===== src/rtl/pim_dot_pkg.sv =====
// Shared constants and FSM state encoding for the PIM dot-product sequencer.
// The sequencer latency figures below are coupled to the MAC pipeline depth.
package pim_dot_pkg;

    localparam int MEM_LAT  = 1;
    localparam int MAC_LAT  = 2;
    localparam int NEXT_DLY = MEM_LAT + MAC_LAT;
    localparam int PSUM_W   = 65;

    typedef enum logic [2:0] {
        ST_IDLE  = 3'd0,
        ST_CLEAR = 3'd1,
        ST_ISSUE = 3'd2,
        ST_DRAIN = 3'd3,
        ST_DONE  = 3'd4
    } state_e;

endpackage


===== src/rtl/pim_valid_delay.sv =====
// Fixed-depth shift register for 1-bit valid flags with a synchronous flush.
// Used to line up the read strobe with the MAC's accumulate slot.
module pim_valid_delay #(
    parameter int DEPTH = 3
) (
    input  logic clk,
    input  logic i_flush,
    input  logic i_valid,
    output logic o_valid
);

    logic r_pipe [DEPTH];

    generate
        for (genvar gi = 0; gi < DEPTH; gi++) begin : g_stage
            if (gi == 0) begin : g_head
                always_ff @(posedge clk) begin
                    if (i_flush) r_pipe[gi] <= 1'b0;
                    else         r_pipe[gi] <= i_valid;
                end
            end else begin : g_tail
                always_ff @(posedge clk) begin
                    if (i_flush) r_pipe[gi] <= 1'b0;
                    else         r_pipe[gi] <= r_pipe[gi-1];
                end
            end
        end
    endgenerate

    assign o_valid = r_pipe[DEPTH-1];

endmodule


===== src/rtl/pim_dot_sequencer.sv =====
// Streams two operand vectors from local banks into the MAC and captures the dot product.
// Optional build macro PIM_DOT_OVF_EN adds a sticky 65-bit wrap flag on port ovf.
module pim_dot_sequencer
    import pim_dot_pkg::*;
#(
    parameter int ADDR_W = 8,
    parameter int DATA_W = 32
) (
    input  logic                clk,
    input  logic                reset_n,
    input  logic                start,
    input  logic [ADDR_W-1:0]   base_a,
    input  logic [ADDR_W-1:0]   base_b,
    input  logic [ADDR_W:0]     len,
    output logic                busy,
    output logic                done,
    output logic [PSUM_W-1:0]   result,
    output logic                rd_en_a,
    output logic                rd_en_b,
    output logic [ADDR_W-1:0]   rd_addr_a,
    output logic [ADDR_W-1:0]   rd_addr_b,
    input  logic [DATA_W-1:0]   rd_data_a,
    input  logic [DATA_W-1:0]   rd_data_b,
    output logic [DATA_W-1:0]   mac_a,
    output logic [DATA_W-1:0]   mac_b,
    output logic                mac_clear,
    output logic                mac_next,
    input  logic [PSUM_W-1:0]   mac_psum
`ifdef PIM_DOT_OVF_EN
    ,
    output logic                ovf
`endif
);

    state_e              r_state;
    logic [ADDR_W-1:0]   r_addr_a;
    logic [ADDR_W-1:0]   r_addr_b;
    logic [ADDR_W:0]     r_remain;
    logic [1:0]          r_drain;
    logic                r_done;
    logic [PSUM_W-1:0]   r_result;
    logic                w_issue;
    logic                w_flush;
    logic                w_zero_cmd;

    assign w_issue    = (r_state == ST_ISSUE);
    assign w_flush    = !reset_n;
    assign w_zero_cmd = (r_state == ST_IDLE) && start && (len == '0);

    always_ff @(posedge clk) begin
        if (!reset_n) begin
            r_state  <= ST_IDLE;
            r_addr_a <= '0;
            r_addr_b <= '0;
            r_remain <= '0;
            r_drain  <= '0;
            r_done   <= 1'b0;
            r_result <= '0;
        end else begin
            r_done <= 1'b0;
            unique case (r_state)
                ST_IDLE: begin
                    if (start) begin
                        if (len == '0) begin
                            r_result <= '0;
                            r_done   <= 1'b1;
                        end else begin
                            r_addr_a <= base_a;
                            r_addr_b <= base_b;
                            r_remain <= len;
                            r_state  <= ST_CLEAR;
                        end
                    end
                end
                ST_CLEAR: r_state <= ST_ISSUE;
                ST_ISSUE: begin
                    // Addresses wrap naturally at the bank size.
                    r_addr_a <= r_addr_a + ADDR_W'(1);
                    r_addr_b <= r_addr_b + ADDR_W'(1);
                    r_remain <= r_remain - (ADDR_W+1)'(1);
                    if (r_remain == (ADDR_W+1)'(1)) begin
                        r_state <= ST_DRAIN;
                        r_drain <= 2'(NEXT_DLY - 1);
                    end
                end
                ST_DRAIN: begin
                    if (r_drain == 2'd0) r_state <= ST_DONE;
                    else                 r_drain <= r_drain - 2'd1;
                end
                ST_DONE: begin
                    r_result <= mac_psum;
                    r_done   <= 1'b1;
                    r_state  <= ST_IDLE;
                end
                default: r_state <= ST_IDLE;
            endcase
        end
    end

    // The read strobe, delayed by memory plus MAC latency, marks the accumulate slot.
    pim_valid_delay #(
        .DEPTH (NEXT_DLY)
    ) u_next_dly (
        .clk     (clk),
        .i_flush (w_flush),
        .i_valid (w_issue),
        .o_valid (mac_next)
    );

    assign busy      = (r_state != ST_IDLE);
    assign done      = r_done;
    assign result    = r_result;
    assign rd_en_a   = w_issue;
    assign rd_en_b   = w_issue;
    assign rd_addr_a = r_addr_a;
    assign rd_addr_b = r_addr_b;
    assign mac_a     = rd_data_a;
    assign mac_b     = rd_data_b;
    assign mac_clear = (r_state == ST_CLEAR);

`ifdef PIM_DOT_OVF_EN
    logic [PSUM_W-1:0] r_psum_prev;
    logic              r_next_d;
    logic              r_ovf_sticky;
    logic              r_ovf;
    logic              w_wrap;

    // An unsigned accumulator can only decrease right after an add if it wrapped.
    assign w_wrap = r_next_d && (mac_psum < r_psum_prev);

    always_ff @(posedge clk) begin
        if (!reset_n) begin
            r_psum_prev  <= '0;
            r_next_d     <= 1'b0;
            r_ovf_sticky <= 1'b0;
            r_ovf        <= 1'b0;
        end else begin
            r_psum_prev <= mac_psum;
            r_next_d    <= mac_next;
            if (r_state == ST_CLEAR) r_ovf_sticky <= 1'b0;
            else if (w_wrap)         r_ovf_sticky <= 1'b1;
            if (r_state == ST_DONE)  r_ovf <= r_ovf_sticky | w_wrap;
            else if (w_zero_cmd)     r_ovf <= 1'b0;
        end
    end

    assign ovf = r_ovf;
`else
    logic w_unused;
    assign w_unused = w_zero_cmd;
`endif

endmodule


===== config.mk =====
export PLATFORM = sky130hd
export DESIGN_NAME = pim_dot_sequencer
export DESIGN_NICKNAME = d
export VERILOG_FILES = /design/src/rtl/pim_dot_pkg.sv /design/src/rtl/pim_valid_delay.sv /design/src/rtl/pim_dot_sequencer.sv
export SDC_FILE = /design/constraint.sdc
export NUM_CORES = 1
export LEC_CHECK = 0
export BUFFER_PORTS_ARGS = -buffer_cell sky130_fd_sc_hd__buf_2
export CORE_AREA = 2 2 120 122
export DETAILED_ROUTE_END_ITERATION = 8
export DIE_AREA = 0 0 122 124
export SKIP_LAST_GASP = 1
export SLEW_MARGIN = 30
export SYNTH_ARGS = -nofsm -noshare
export SYNTH_HDL_FRONTEND = slang
export SYNTH_SLANG_ARGS = --single-unit
export TNS_END_PERCENT = 30

===== constraint.sdc =====
create_clock -name clk -period 2.63 [get_ports clk]
set_input_delay 0.3945 -clock clk [delete_from_list [all_inputs] [get_ports clk]]
set_output_delay 0.3945 -clock clk [all_outputs]
set_load 0.1 [all_outputs]

==> flow_summary.ini, run 1 <==
[floorplanning]
die_w_um = 122
pin_count = 308
core-area_sq_um = 13700
dieArea_sq_um = 15100
row_count = 43
die_h_um = 124
initial_core_util = 0.323

[sta]
setup_violations = 0
skew_ns = 0.0116
setup_tns_ns = 0
hold_viol = 0
period_needed_ns = 2.50
max_freq_mhz = 399
slew_headroom = 0.505
fin_crit_sh = 0.952
rsz0062_at_grt = false
worst_pin_slew_ns = 0.736
slew_viol_final = 0

[run]
cap_violations = 0

[synthesis]
synthMuxAreaShare = 0.00254
yosys.area.top_type = dfxtp_1
synth.top_cell.area_share = 0.448
synth_top_family_by_area = compound AO/OA/AOI/OAI gates
synth_nets = 625
syn_inst = 463
ys_seq_area_frac = 0.448
yosys.area_share.adder = 0.0141
synth-simple-area-share = 0.101
synth_edf_count = 0
synth.avg_cell_area_sq_um = 9.56
yosys.area_share.xor_xnor = 0
ys_warn_count = 0
synth-compound-area-share = 0.280
synthesis.area_sq_um = 4430
synthFlopType = dfxtp_1
synth_area_leaders = dfxtp_1 45%, a22o_1 13%, buf_4 11%, nand2_1 2.6%, a21oi_1 2.6%
ys_types = 48
ys_ff_latch = 99
async_flop_share = 0

[clock_network]
clk_pin_slew_ns = 0.07
cts_buffers = 9
cts_buffer_depth = 2
clock_latency_ns = 0.35
postCtsSetupBuffers = 0
hold_buffers = 0
cts_tree = done
clock-root-buffer = clkbuf_16
cts.sinks = 99
cts.htree.levels = 3
post_cts_resized = 0

[grt]
grt_pass1_vias = 3545
antenna_found_initial = 0
overflow = 0
grtUsageTotal = 0.151
grt_pass1_wl_um = 18000
grt_start_max_net_pins = 66

[route]
drtIter0Drc = 298
drcViolationCount = 0
dr_total_vias = 3955
routedWlPerCell_um = 16.6
finalWirelength_um = 12500
first_pass_iters = 6
viasPerCell = 5.27
antenna_left = 0

[setup_path]
path_cells = or3b_2 > clkinv_1 > buf_4 > buf_4 > buf_12
crit_required_ns = 2.24
cp_common_cell = buf_4
crit_path_max_incr_delay_ns = 0.52
cp_max_fo = 13
worst_setup_path_end_kind = output port
path_class = reg2out
startpoint_type = flop
cp.arrival_ns = 2.11
critPathBufInv = 4
crit_family = buffers and inverters
cpMaxStageDelayCell = or3b_2

[layout]
fin_util = 0.390
drive_above_1_share = 0.386
antenna_cells = 0
area_delta_synth_final_pct = 20.9
nNetsFinal = 727
final_common_cell = buf_2
final_cell_mix = 177 x buf_2, 99 x dfxtp_1, 65 x a22o_1, 31 x nand2_1, 22 x a21oi_1

[placed_design]
port_buffers = 179
gp_congestion = 0.839
dp_hpwl_um = 8920

[hold_path]
hp-class = in2reg

[run_status]
status = finished clean

[pwr]
leakagePower_nw = 2.48
ir_drop_mv = 0.377
power_per_cell_area_nw_per_um2 = 679
-- path summary, 6_finish.rpt --
path,from,to,slack [ns],cells after the start
worst min-delay path,mac_psum[0],result[0],0.26,2
worst max register to register,r_state[2],rd_addr_b[6],0.63,7
worst min register to register,u_next_dly.r_pipe[0],u_next_dly.r_pipe[1],0.44,1
worst max-delay path,r_state[2],rd_en_a,0.13,5
-- routing by layer --
metal | up-vias | GRT usage | wire, um
met4 | 0 | 0.0711 | 310
met5 | - | 0 | 0
met2 | 191 | 0.246 | 5900
met1 | 1869 | 0.185 | 5210
li1 | 1860 | - | -
met3 | 35 | 0.0435 | 1030
-- kinds of logic after synthesis --
family	count (synthesis)
compound gates	160
mux	1
buf+inv	109
simple gates	89
flops	99
fa+ha+maj	5
-- sequential cells by signal, indices dropped and copies added (netlist names) --
register           count
result                65
r_remain               9
rd_addr_a              8
rd_addr_b              8
r_state                3
u_next_dly.r_pipe      3
r_drain                2
done                   1
-- through the flow --
stage	hold slack, ns	cell area (sq um)	power [mW]	worst slack (ns)	std cells
after detailed placement	0.423	5060	2.38	0.255	734
after global routing	0.246	5350	3.79	0.0289	750
after CTS	0.244	5350	3.67	0.106	750
after global placement	0.416	5060	2.37	0.248	734
final	0.261	5350	3.63	0.127	750
after floorplan	0.412	4430	2.63	0.264	463
-- cells in the mapped netlist, types with 2 or more instances --
cell	n
dfxtp_1	99
a22o_1	65
buf_4	65
nand2_1	31
a21oi_1	23
clkbuf_1	22
nor2_1	19
o21ai_0	12
buf_2	10
a31oi_1	9
nor4_1	9
inv_1	8
o211a_1	7
nand3_1	6
o211ai_1	6
a211oi_1	5
a31o_1	5
ha_1	5
o31ai_1	5
nand3b_1	4
o32ai_1	4
a32o_1	3
a41oi_1	3
and2_1	3
and4_1	3
nor3_1	3
a21o_1	2
a311oi_1	2
buf_6	2
nand4_1	2
o31a_1	2
or2_2	2
or4_4	2
-- final cells by class --
cell class              count  area (sq um)
clock buffers               9           225
clock inverters             7          58.8
fillers                  1386          8370
inverters                  10          37.5
multi-input cells         255          1790
flip-flops and latches     99          1980
well taps                 180           225
repair buffers            190          1030
-- where the power goes --
group	total, mW	switching (mW)	internal, mW
clock network	1.28	0.622	0.657
logic	0.741	0.535	0.206
registers	1.61	0.0595	1.55
total	3.63	1.22	2.41
Power figures use the tool's default switching activity.
==> inputs of run 2 (changes only) <==
==> constraint.sdc (replaced) <==
create_clock -name clk -period 2.63 [get_ports clk]
set_input_delay 0.526 -clock clk [delete_from_list [all_inputs] [get_ports clk]]
set_output_delay 0.526 -clock clk [all_outputs]
set_load 0.005 [all_outputs]
==> run 2 against run 1 <==
  * Cell count increased by 0.40%
  * Clock-buffer cell count unchanged
  * Clock power increased by 12%
  * Clock skew decreased by 0.0030 ns
  * Global-route usage increased by 1.1 points
  * Register-to-register slack about the same
  * Cell area increased by 0.75%
  * Flip-flop and latch count unchanged
  * Critical path type unchanged
  * Critical endpoint is now rd_en_b
  * Largest cell class unchanged
==> flow_summary.ini, run 2 (synthesis gave the netlist of run 1 again) <==
[layout]
num-fill-cells = 1403
largest_reg_flops = 65
drive_above_1_share = 0.387
area_delta_synth_final_pct = 21.8
nNetsFinal = 730
antenna_cells = 0
final_cell_mix = 179 x buf_2, 99 x dfxtp_1, 65 x a22o_1, 31 x nand2_1, 22 x a21oi_1
final_common_cell = buf_2

[placed_design]
dp_hpwl_um = 9370
gp_congestion = 0.876
post-place-ws_ns = 0.281
port_buffers = 179

[grt]
use_met1 = 0.190
use_met3 = 0.0398
grt_pass1_vias = 3697
grt_pass1_wl_um = 19000
overflow = 0
grt_start_max_net_pins = 66
grtUsageTotal = 0.162
top_usage_layer = met2
antenna_found_initial = 0
grt_use_met2 = 0.270

[clock_network]
postCtsSetupBuffers = 0
hold_buffers = 0
cts_tree = done
clock-root-buffer = clkbuf_16
clock_latency_ns = 0.34
cts_buffers = 9
clk_pin_slew_ns = 0.07
post_cts_resized = 0
cts_buffer_depth = 2
cts.htree.levels = 3
cts.sinks = 99

[sta]
slew_headroom = 0.492
worst_hold_slack_ns = 0.398
setup_tns_ns = 0
skew_ns = 0.00861
setup_violations = 0
period_needed_ns = 2.28
fin_ws_ns = 0.354
max_freq_mhz = 439
slew_viol_final = 0
fin_crit_sh = 0.865
hold_viol = 0
worst_pin_slew_ns = 0.754
rsz0062_at_grt = false

[setup_path]
cp_max_fo = 14
startpoint_type = flop
reg2reg_from = r_state[2]
worst_setup_path_end_kind = output port
crit_required_ns = 2.10
cp-startpoint = r_state[2]
path_class = reg2out
cp.arrival_ns = 1.75

[floorplanning]
dieArea_sq_um = 15100
die_h_um = 124
initial_core_util = 0.323
core-area_sq_um = 13700
pin_count = 308
die_w_um = 122
row_count = 43

[pwr]
power_per_cell_area_nw_per_um2 = 652
ir_drop_mv = 0.308
leakagePower_nw = 2.51

[run]
cap_violations = 0

[route]
first_pass_iters = 4
finalWirelength_um = 13000
viasPerCell = 5.17
drtIter0Drc = 216
dr_total_vias = 3895
routedWlPerCell_um = 17.3
drcViolationCount = 0
antenna_left = 0

[hold_path]
min_from = mac_psum[51]
hp-class = in2reg

[run_status]
status = finished clean
run 2: cell types whose count changed in the layout (fill, tap and decap cells not counted), sizes merged:
cell / previous run / this run
clkinvlp: 3 / 1
buf: 190 / 193
clkinv: 2 / 3
bufinv: 0 / 2
inv: 12 / 11
run 2: routing by layer:
| metal | vias to the layer above | part of all wire |
|---|---|---|
| li1 | 1864 | - |
| met1 | 1816 | 0.40 |
| met2 | 172 | 0.49 |
| met3 | 43 | 0.082 |
| met4 | 0 | 0.028 |
| met5 | - | 0 |
run 2: worst max-delay path, stage by stage, from the launching register on:
cell and delay (ns):
dfxtp_1 0.52, or3b_2 0.20, clkinv_1 0.40, buf_2 0.29
run 2: final cells by class:
class / instances / area [sq um] / share of cell area
Timing Repair Buffer: 193 / 1040 / 0.193
Inverter: 10 / 37.5 / 0.00697
Tap cell: 180 / 225 / 0.0418
Multi-Input combinational cell: 255 / 1780 / 0.331
Sequential cell: 99 / 1980 / 0.368
Clock buffer: 9 / 225 / 0.0418
Clock inverter: 7 / 98.8 / 0.0183
run 2: report_power, final:
| group | switching [mW] | internal [mW] | leakage [nW] |
|---|---|---|---|
| logic | 0.254 | 0.207 | 1.55 |
| clock network | 0.599 | 0.841 | 0.156 |
| registers | 0.0601 | 1.55 | 0.803 |
| total | 0.913 | 2.60 | 2.51 |
run 2: path summary, 6_finish.rpt:
| kind | depth (start not counted) | slack [ns] | endpoint |
|---|---|---|---|
| setup / recovery | 3 | 0.35 | rd_en_b |
| hold / removal | 2 | 0.40 | result[51] |
| setup reg to reg | 6 | 0.63 | rd_addr_b[4] |
| hold reg to reg | 1 | 0.44 | u_next_dly.r_pipe[1] |
run 2: metrics by stage:
| step | cell area, sq um | util | std cells | power (mW) |
|---|---|---|---|---|
| after floorplan | 4430 | - | 463 | 1.97 |
| after global placement | 5060 | 0.369 | 737 | 2.09 |
| after detailed placement | 5060 | 0.369 | 737 | 2.10 |
| after CTS | 5390 | 0.393 | 753 | 3.55 |
| after global routing | 5390 | 0.393 | 753 | 3.67 |
| final | 5390 | 0.393 | 753 | 3.51 |
==> inputs of run 3 (changes only) <==
Settings changed: GPL_TIMING_DRIVEN set to 0.
==> run 3 against run 2 <==
  * Cell area up 15%
  * Clock power down 7%
  * Via count up 16%
  * Wire length up 16%
  * Non-clock buffer count up 149
  * Worst setup slack worse by 0.28 ns
  * Critical endpoint is now busy
==> flow_summary.ini, run 3 (synthesis gave the netlist of run 1 again) <==
[run_status]
status = finished clean

[setup_path]
cp-startpoint = r_state[1]
cp.arrival_ns = 2.03
path_class = reg2out
reg2reg_from = r_state[1]
crit_required_ns = 2.10
cp_max_fo = 10
startpoint_type = flop
worst_setup_path_end_kind = output port
rrSetupSlack_ns = 0.08

[clock_network]
cts.htree.levels = 3
clk_pin_slew_ns = 0.08
clock_latency_ns = 0.35
clock-root-buffer = clkbuf_16
cts_tree = done
cts_buffers = 9
cts.sinks = 99
cts_buffer_depth = 2

[placed_design]
post-place-ws_ns = -0.0852
gp_congestion = 0.903
dpl_cell_area_sq_um = 5860
dp.cells = 885
port_buffers = 242
dp_hpwl_um = 11400

[layout]
drive_above_1_share = 0.480
area_delta_synth_final_pct = 39.5
multiInputGateArea_sq_um = 1760
final_common_cell = buf_2
largest_reg_flops = 65
design_area_sq_um = 6170
antenna_cells = 0
num-fill-cells = 1383
final_cell_mix = 251 x buf_2, 99 x dfxtp_1, 67 x buf_4, 65 x a22o_1, 31 x nand2_1
final_cells = 901
nNetsFinal = 879
regArea_sq_um = 1980

[sta]
setup_tns_ns = 0
worst_hold_slack_ns = 0.389
hold_viol = 0
setup_violations = 0
fin_ws_ns = 0.0726
rsz0062_at_grt = false
period_needed_ns = 2.56
max_freq_mhz = 391
slew_headroom = 0.457
slew_viol_final = 0
skew_ns = 0.0104
worst_pin_slew_ns = 0.808
fin_crit_sh = 0.972

[pwr]
p_sw_mw = 0.963
leakagePower_nw = 3.06
clockPowerShare = 0.379
ir_drop_mv = 0.277
power_frac_comb = 0.167
switching_share = 0.272
seqPwrFrac = 0.454
power_per_cell_area_nw_per_um2 = 574
internal-power_mw = 2.58

[grt]
grt_start_max_net_pins = 18
overflow = 0
grt_pass1_vias = 4183
use_met3 = 0.0403
use_met1 = 0.216
grt_use_met2 = 0.331
grtUsageTotal = 0.185
top_usage_layer = met2
antenna_found_initial = 0
grt_pass1_wl_um = 21600

[hold_path]
hp-class = in2reg
min_from = mac_psum[30]

[floorplanning]
row_count = 43
pin_count = 308
core-area_sq_um = 13700
initial_core_util = 0.323
die_w_um = 122
dieArea_sq_um = 15100
die_h_um = 124

[route]
finalWirelength_um = 15000
first_pass_iters = 4
drtIter0Drc = 253
antenna_left = 0
drcViolationCount = 0
dr_total_vias = 4504
routedWlPerCell_um = 16.7
viasPerCell = 5.00

[run]
cap_violations = 0
[run 3: changes by cell type in the layout (fill, tap and decap cells not counted), moves of 2 or more]
| cell | change |
|---|---|
| buf_2 | +72 |
| buf_6 | +2 |
| buf_4 | +56 |
| buf_12 | -3 |
| clkbuf_1 | +22 |
[run 3: stage by stage]
step / utilization / power, mW
finish: 0.450 / 3.54
floorplan: - / 1.97
global route: 0.450 / 3.70
detailed placement: 0.427 / 2.22
CTS: 0.449 / 3.57
global placement: 0.427 / 2.22
[run 3: final timing paths]
kind,end,depth (start not counted)
setup reg to reg,rd_addr_a[1],6
hold reg to reg,u_next_dly.r_pipe[2],1
setup / recovery,busy,4
hold / removal,result[30],2
[run 3: critical path, cell delays in order (launching register included)]
cell and delay (ns):
dfxtp_1 0.40, clkbuf_1 0.46, inv_2 0.22, nand2_1 0.40, buf_2 0.20
[run 3: per-layer routing]
layer | part of all wire | wire length, um
met1 | 0.38 | 5710
met4 | 0.020 | 306
met3 | 0.089 | 1340
met5 | 0 | 0
met2 | 0.51 | 7660
[run 3: what timing repair did]
item / in CTS / in global routing
setup buffers: 0 / 1
pin swaps: 0 / 0
endpoints found under the setup margin: 1 / 1
gates resized for setup: 1 / 1
hold buffers: 0 / 0
[run 3: layout make-up]
class / instances / area share
Clock buffer: 9 / 0.0365
Clock inverter: 6 / 0.0118
Sequential cell: 99 / 0.321
Tap cell: 180 / 0.0365
Inverter: 10 / 0.00669
Multi-Input combinational cell: 255 / 0.286
Timing Repair Buffer: 243 / 0.197
Buffer: 99 / 0.105
[run 3: power by group through the flow]
stage	registers (mW)	logic [mW]	clock network [mW]
detailed placement	1.64	0.583	0
floorplan	1.63	0.334	0
CTS	1.61	0.587	1.38
global route	1.62	0.648	1.44
global placement	1.64	0.577	0
finish	1.61	0.590	1.34
